--- config.mk ---
export PLATFORM = sky130hd
export DESIGN_NAME = mem_stream_reader
export DESIGN_NICKNAME = d
export VERILOG_FILES = /design/src/rtl/mem_stream_reader.sv
export SDC_FILE = /design/constraint.sdc
export NUM_CORES = 1
export LEC_CHECK = 0
export BUFFER_PORTS_ARGS = -buffer_cell sky130_fd_sc_hd__buf_2
export CAP_MARGIN = 20
export CORE_MARGIN = 2
export CORE_UTILIZATION = 56
export CTS_BUF_LIST = sky130_fd_sc_hd__clkbuf_8
export DETAILED_ROUTE_END_ITERATION = 10
export PLACE_DENSITY_LB_ADDON = 0.2
export SETUP_SLACK_MARGIN = 0.4
export SYNTH_ARGS = -nofsm -noshare
export SYNTH_HDL_FRONTEND = slang
export SYNTH_SLANG_ARGS = --single-unit
--- constraint.sdc ---
create_clock -name clk -period 3.4 [get_ports clk]
set_clock_uncertainty 0.1 [all_clocks]
set_input_delay 0.34 -clock clk [delete_from_list [all_inputs] [get_ports clk]]
set_output_delay 0.34 -clock clk [all_outputs]
set_load 0.1 [all_outputs]
--- src/rtl/mem_stream_reader.sv ---
// Read-side sequencer for a coefficient RAM that has an asynchronous read port.
// A start pulse latches base_addr and deg. The block then walks the RAM from
// base_addr for deg+1 words, wrapping at the top of the address space, and
// streams each word out over a valid/ready handshake together with its index.
//
// Ports:
//   clk, rst_n          clock, asynchronous active-low reset
//   start               one-cycle request, sampled only in IDLE
//   base_addr, deg      first address and highest index of the pass
//   rd_addr / rd_data   RAM read address (registered) and combinational read data
//   out_valid/out_ready stream handshake
//   out_data/out_index/out_last  beat payload
//   busy                high whenever the FSM is not in IDLE
//   done                one-cycle pulse after the last beat is accepted
module mem_stream_reader #(
    parameter int unsigned RAM_WIDTH     = 26,
    parameter int unsigned RAM_ADDR_BITS = 11
) (
    input  logic                     clk,
    input  logic                     rst_n,
    input  logic                     start,
    input  logic [RAM_ADDR_BITS-1:0] base_addr,
    input  logic [RAM_ADDR_BITS-1:0] deg,
    output logic [RAM_ADDR_BITS-1:0] rd_addr,
    input  logic [RAM_WIDTH-1:0]     rd_data,
    output logic                     out_valid,
    input  logic                     out_ready,
    output logic [RAM_WIDTH-1:0]     out_data,
    output logic [RAM_ADDR_BITS-1:0] out_index,
    output logic                     out_last,
    output logic                     busy,
    output logic                     done
);

    // One extra counter bit so deg = 2**RAM_ADDR_BITS-1 covers the whole RAM.
    localparam int unsigned CNT_W = RAM_ADDR_BITS + 1;

    typedef enum logic [1:0] {
        S_IDLE,
        S_STREAM,
        S_DONE
    } state_t;

    state_t                   state;
    logic [CNT_W-1:0]         cnt;
    logic [RAM_ADDR_BITS-1:0] base_q;
    logic [RAM_ADDR_BITS-1:0] deg_q;

    logic [CNT_W-1:0] cnt_inc_c;
    logic             issue_c;

    // Issue a new beat when words remain and the output register is free.
    always_comb begin
        cnt_inc_c = cnt + CNT_W'(1);
        issue_c   = (state == S_STREAM) && (cnt <= CNT_W'(deg_q))
                    && (!out_valid || out_ready);
    end

    // Sequencer: rd_addr is kept equal to base_q + cnt so the RAM sees it from a flop.
    always_ff @(posedge clk or negedge rst_n) begin
        if (!rst_n) begin
            state     <= S_IDLE;
            cnt       <= '0;
            base_q    <= '0;
            deg_q     <= '0;
            rd_addr   <= '0;
            out_valid <= 1'b0;
            out_data  <= '0;
            out_index <= '0;
            out_last  <= 1'b0;
            busy      <= 1'b0;
            done      <= 1'b0;
        end else begin
            case (state)
                S_IDLE: begin
                    if (start) begin
                        base_q  <= base_addr;
                        deg_q   <= deg;
                        cnt     <= '0;
                        rd_addr <= base_addr;
                        busy    <= 1'b1;
                        state   <= S_STREAM;
                    end
                end
                S_STREAM: begin
                    if (issue_c) begin
                        out_data  <= rd_data;
                        out_index <= cnt[RAM_ADDR_BITS-1:0];
                        out_last  <= (cnt == CNT_W'(deg_q));
                        out_valid <= 1'b1;
                        cnt       <= cnt_inc_c;
                        rd_addr   <= base_q + cnt_inc_c[RAM_ADDR_BITS-1:0];
                    end else if (out_ready) begin
                        out_valid <= 1'b0;
                    end
                    // The last beat leaves no words to issue, so out_valid clears above.
                    if (out_valid && out_ready && out_last) begin
                        state <= S_DONE;
                        done  <= 1'b1;
                    end
                end
                S_DONE: begin
                    done  <= 1'b0;
                    busy  <= 1'b0;
                    state <= S_IDLE;
                end
                default: begin
                    state <= S_IDLE;
                end
            endcase
        end
    end

endmodule

---- After elaboration in Yosys (flattened, before gate mapping) ----
Cells that the tools add are included.
Widths: inputs -> output; s select.
storage, ports and cells
  logic and storage cells ................. 53
  memory bits (writable) .................. 0
  memories ................................ 0
  output and inout port bits .............. 52
  ROM bits ................................ 0
  latch bits .............................. 0
  register bits ........................... 88
  bits of input ports ..................... 52
cells by class
  bitwise gates (word level) .............. 0
  multipliers ............................. 0
  reductions and logical operators ........ 18
  equality and inequality tests ........... 6
  $lt $le $gt $ge ......................... 1
  $add $sub $neg .......................... 2
  shift operators ......................... 0
  div/mod/pow operators ................... 0
  muxes and demuxes ....................... 15
operators with widths
  cell                   count
  $mux 12                2
  $pmux 12 s2            1
  $mux 11                2
  $pmux 11 s2            1
  $add 12x1->12 const B  1
  $eq 12x11->1           1
  $le 12x11->1           1
  $reduce_and 2->1       6
  $add 11x11->11         1
  $reduce_bool 2->1      4
  $logic_and 1x1->1      4
  $mux 1                 4
  $mux 2                 2
  $ne 2x2->1 const B     2
  $pmux 1 s2             2
  $pmux 2 s2             1
  $reduce_and 3->1       1
  $eq 2x1->1 const B     1
  $eq 2x2->1 const B     1
  $logic_not 2->1        1
  $ne 2x1->1 const B     1
  $logic_not 1->1        1
  $logic_or 1x1->1       1

---- Logic depth before layout (Yosys ltp) ----
  word-level depth ........................ 5
  gate-level depth with buffers ........... 11
  depth with buffers taken out ............ 10

---- Worst setup path after synthesis ----
Ideal clock, no wire load.
  kind .................................... register to register
  start ................................... register cnt[2]
  end ..................................... register rd_addr[7]
  stages on the path, launching flop included .. 11
  clock period less this slack ............ 2542 ps
  required time ........................... 3172 ps
  setup slack ............................. 858 ps
  buffers on the path ..................... 1
  library setup time ...................... 128 ps
  data arrival time ....................... 2314 ps
  path through ............................ dfrtp_1 > clkbuf_1 > nand3_1 > xnor2_1 > ha_1 > a21oi_1 > o22ai_1 > o31ai_1 > xor2_1 > o21ai_0 > mux2_1
on the way
  cells in the longest elaborated chain, start to end .. 5
  elaborated cells on any way between the ends .. 9
  classes of those cells .................. add/sub (2); order compare (1); eq/ne (1); mux (2); reduce/logical (3)
ends and longest elaborated chain
  element                                                                line  text
  start, declared                                                        45    logic [CNT_W-1:0] cnt;
  start signal, assigned                                                 91    cnt <= cnt_inc_c;
  parallel branches: the longest is 5 deep, another holds $add 12x1->12  --
  end signal, assigned                                                   80    rd_addr <= base_addr;
  end signal, assigned                                                   92    rd_addr <= base_q + cnt_inc_c[RAM_ADDR_BITS-1:0];
  end, declared                                                          24    output logic [RAM_ADDR_BITS-1:0] rd_addr,
Parallel ways; which one is timed is not known. The select of a mux whose other input is x is not followed.
A chain may end at the register's enable or synchronous reset.

---- Final worst setup path ----
  start ................................... register cnt[3]
  end ..................................... register rd_addr[8]
Same word-level chain as after synthesis.

==> results.toml <==
[yosys]
yosysTopAreaCell = "dfrtp_1"
synth_top_cells_by_count = "88 x dfrtp_1, 70 x nand2_1, 41 x mux2_2"
yosysSeqAreaShare_pct = 49.58
yosysMostFrequentCell = "dfrtp_1"
ys_seq_elements = 88
syn_area_per_cell_um2 = 10.60
synth_nets = 498
synth-async-reset-ratio_pct = 100.0
synth.top_cells.by_area = "dfrtp_1 50%, mux2_2 10%, ha_1 7.3%"
synth_cells = 419
synth.top_cell.area_share_pct = 49.58
ys_warn_count = 0
syn-cell-area_mm2 = 0.004442
synth_ff_type = "dfrtp_1"
synth-edff-count = 0
synth_cell_types = 47

[critical_path]
required_ns = 3.54
crit_buf_inv = 0
cp_cell_sequence = "and3_1 -> nand3_1 -> xnor2_1 -> ha_1 -> or2_2 -> nor4_2 -> or3_1 -> a31oi_1 -> mux2_2"
start_kind = "register"
r2r_slack_ns = 0.55
critPathCaptureType = "register"
max_stage_delay_ns = 0.53
crit_family = "simple AND/OR/NAND/NOR gates"
arrival_ns = 2.99
slowest_stage = "dfrtp_1"
cp_max_fo = 8
crit_type = "register to register"

[layout]
fillers = 607
drive_gt1_share_pct = 33.90
final_util_pct = 69.01
area_growth_pct = 19.44
num-nets-final = 603
diodes = 0

[sta]
setup_viol = 0
tightest_slew_ns = 0.8655
fmax_mhz = 351.4
slew_headroom_pct = 42.09
finalCritPeriodShare_pct = 83.70
hold_violations = 0
rsz0062_at_grt = "no"
post-route-min-period_ns = 2.846
fin_tns_setup_ns = 0
slew_violations = 0

[floorplan]
row_count = 32
coreArea_mm2 = 0.007687
pin_count = 104
die_width_um = 93.06
die_h_um = 93.06
start_util_pct = 57.78
die-area_mm2 = 0.008660

[detailed_routing]
drt_wl_total_mm = 9.435
drtPass1Iterations = 4
drtIter0Drc = 210
drc_errors = 0
wl_per_cell_um = 14.98
vias_per_cell = 5.341
ant_nets = 0
via_count = 3365

[cts]
cts_tree = "built"
cts_root_buf = "clkbuf_8"
tritoncts.num_buffers = 9
cts_setup_buffers = 0
clkSlewWorstSetupHoldPaths_ns = 0.09
clkSinkCount = 88
clk_latency_ns = 0.35
clock_path_buffers = 2
htreeDepth = 3

[placement]
port_buffers = 103
place_congestion = 0.8369
dp_hpwl_mm = 6.649

[global_routing]
grt_max_degree = 89
antenna_found_initial = 0
grt_pass1_vias = 3273
grt_usage_pct = 23.14
grt_overflow = 0
grt_first_pass_wirelength_mm = 15.68

[run]
maxCapViolations = 0

[outcome]
status = "finished clean"

[min_path]
hp-class = "input pin to register"
[area by class of cell]
type | count | area (um2) | area share (%)
Inverter | 24 | 90.09 | 1.698
Sequential cell | 88 | 2202 | 41.51
Tap cell | 102 | 127.6 | 2.406
Timing Repair Buffer | 113 | 628.1 | 11.84
Clock inverter | 6 | 92.59 | 1.745
Clock buffer | 9 | 123.9 | 2.335
Multi-Input combinational cell | 288 | 2041 | 38.47
[registers in the layout (all words and copies together) (netlist names)]
register   cells
base_q        11
out_valid      1
done           1
cnt           12
busy           1
out_last       1
deg_q         11
state          2
out_index     11
out_data      26
rd_addr       11
[what timing repair did]
item	CTS	global route
resized for setup	0	2
setup endpoints to repair	0	3
hold endpoints to repair	0	36
hold buffers	0	1
[stage by stage]
stage	cell area [um2]	worst slack (ns)	hold slack, ns	instances
floorplan	4442	0.8579	-0.05559	419
global placement	5040	0.5501	0.3630	613
detailed placement	5040	0.5193	0.3713	613
CTS	5256	0.4902	0.07510	628
global route	5305	0.3927	0.09102	630
finish	5305	0.5541	0.08172	630
[layer usage]
layer,share of wire [%],vias up,GRT usage (%)
li1,-,1653,-
met1,45,1612,32.13
met2,49,87,36.53
met3,4.9,13,4.029
met4,1.5,0,8.946
met5,0,-,0
[cell usage in the layout, fill, tap and decap left out, types with 2 or more instances in the layout]
| master | netlist | routed |
|---|---|---|
| nand4_1 | 3 | 3 |
| nand2b_1 | 3 | 3 |
| a22oi_1 | 2 | 2 |
| buf_2 | 0 | 102 |
| o31ai_2 | 1 | 2 |
| inv_1 | 24 | 24 |
| clkinvlp_4 | 0 | 2 |
| nor2_1 | 13 | 13 |
| a21oi_1 | 14 | 14 |
| or3_1 | 2 | 2 |
| xor2_1 | 9 | 9 |
| ha_1 | 26 | 26 |
| mux2_1 | 3 | 3 |
| and3_1 | 3 | 3 |
| nor3_1 | 2 | 2 |
| nand3_1 | 23 | 23 |
| dfrtp_1 | 88 | 88 |
| o21ai_1 | 8 | 8 |
| nor4_1 | 3 | 2 |
| o21ai_0 | 29 | 29 |
| clkbuf_8 | 0 | 9 |
| o22ai_1 | 2 | 2 |
| nand2_1 | 70 | 70 |
| mux2_2 | 41 | 41 |
| buf_4 | 1 | 8 |
| bufinv_16 | 0 | 2 |
| xnor2_1 | 7 | 7 |
| o2bb2ai_1 | 3 | 3 |
[kinds of logic after synthesis]
kind of cell,synth area share [%]
buf+inv,4.733
simple gates,13.55
compound gates,9.831
flops,49.58
xor+xnor,3.155
fa+ha+maj,7.775
mux,11.38
[final timing paths]
check                      startpoint          to  cells past startpoint
setup / recovery               cnt[3]  rd_addr[8]                      9
hold / removal                 deg[3]    deg_q[3]                      3
setup reg to reg               cnt[3]  rd_addr[8]                      9
hold reg to reg             base_q[3]   base_q[3]                      2
max in group asynchronous       rst_n   base_q[7]                      3
min in group asynchronous       rst_n    deg_q[5]                      2
[worst min-delay path, stage by stage]
cell and delay (ns):
buf_2 0.08, nand2_1 0.03, o21ai_0 0.05
Power is not shown: default switching activity piles up to over one toggle a cycle in this logic, so the estimate is an artifact.
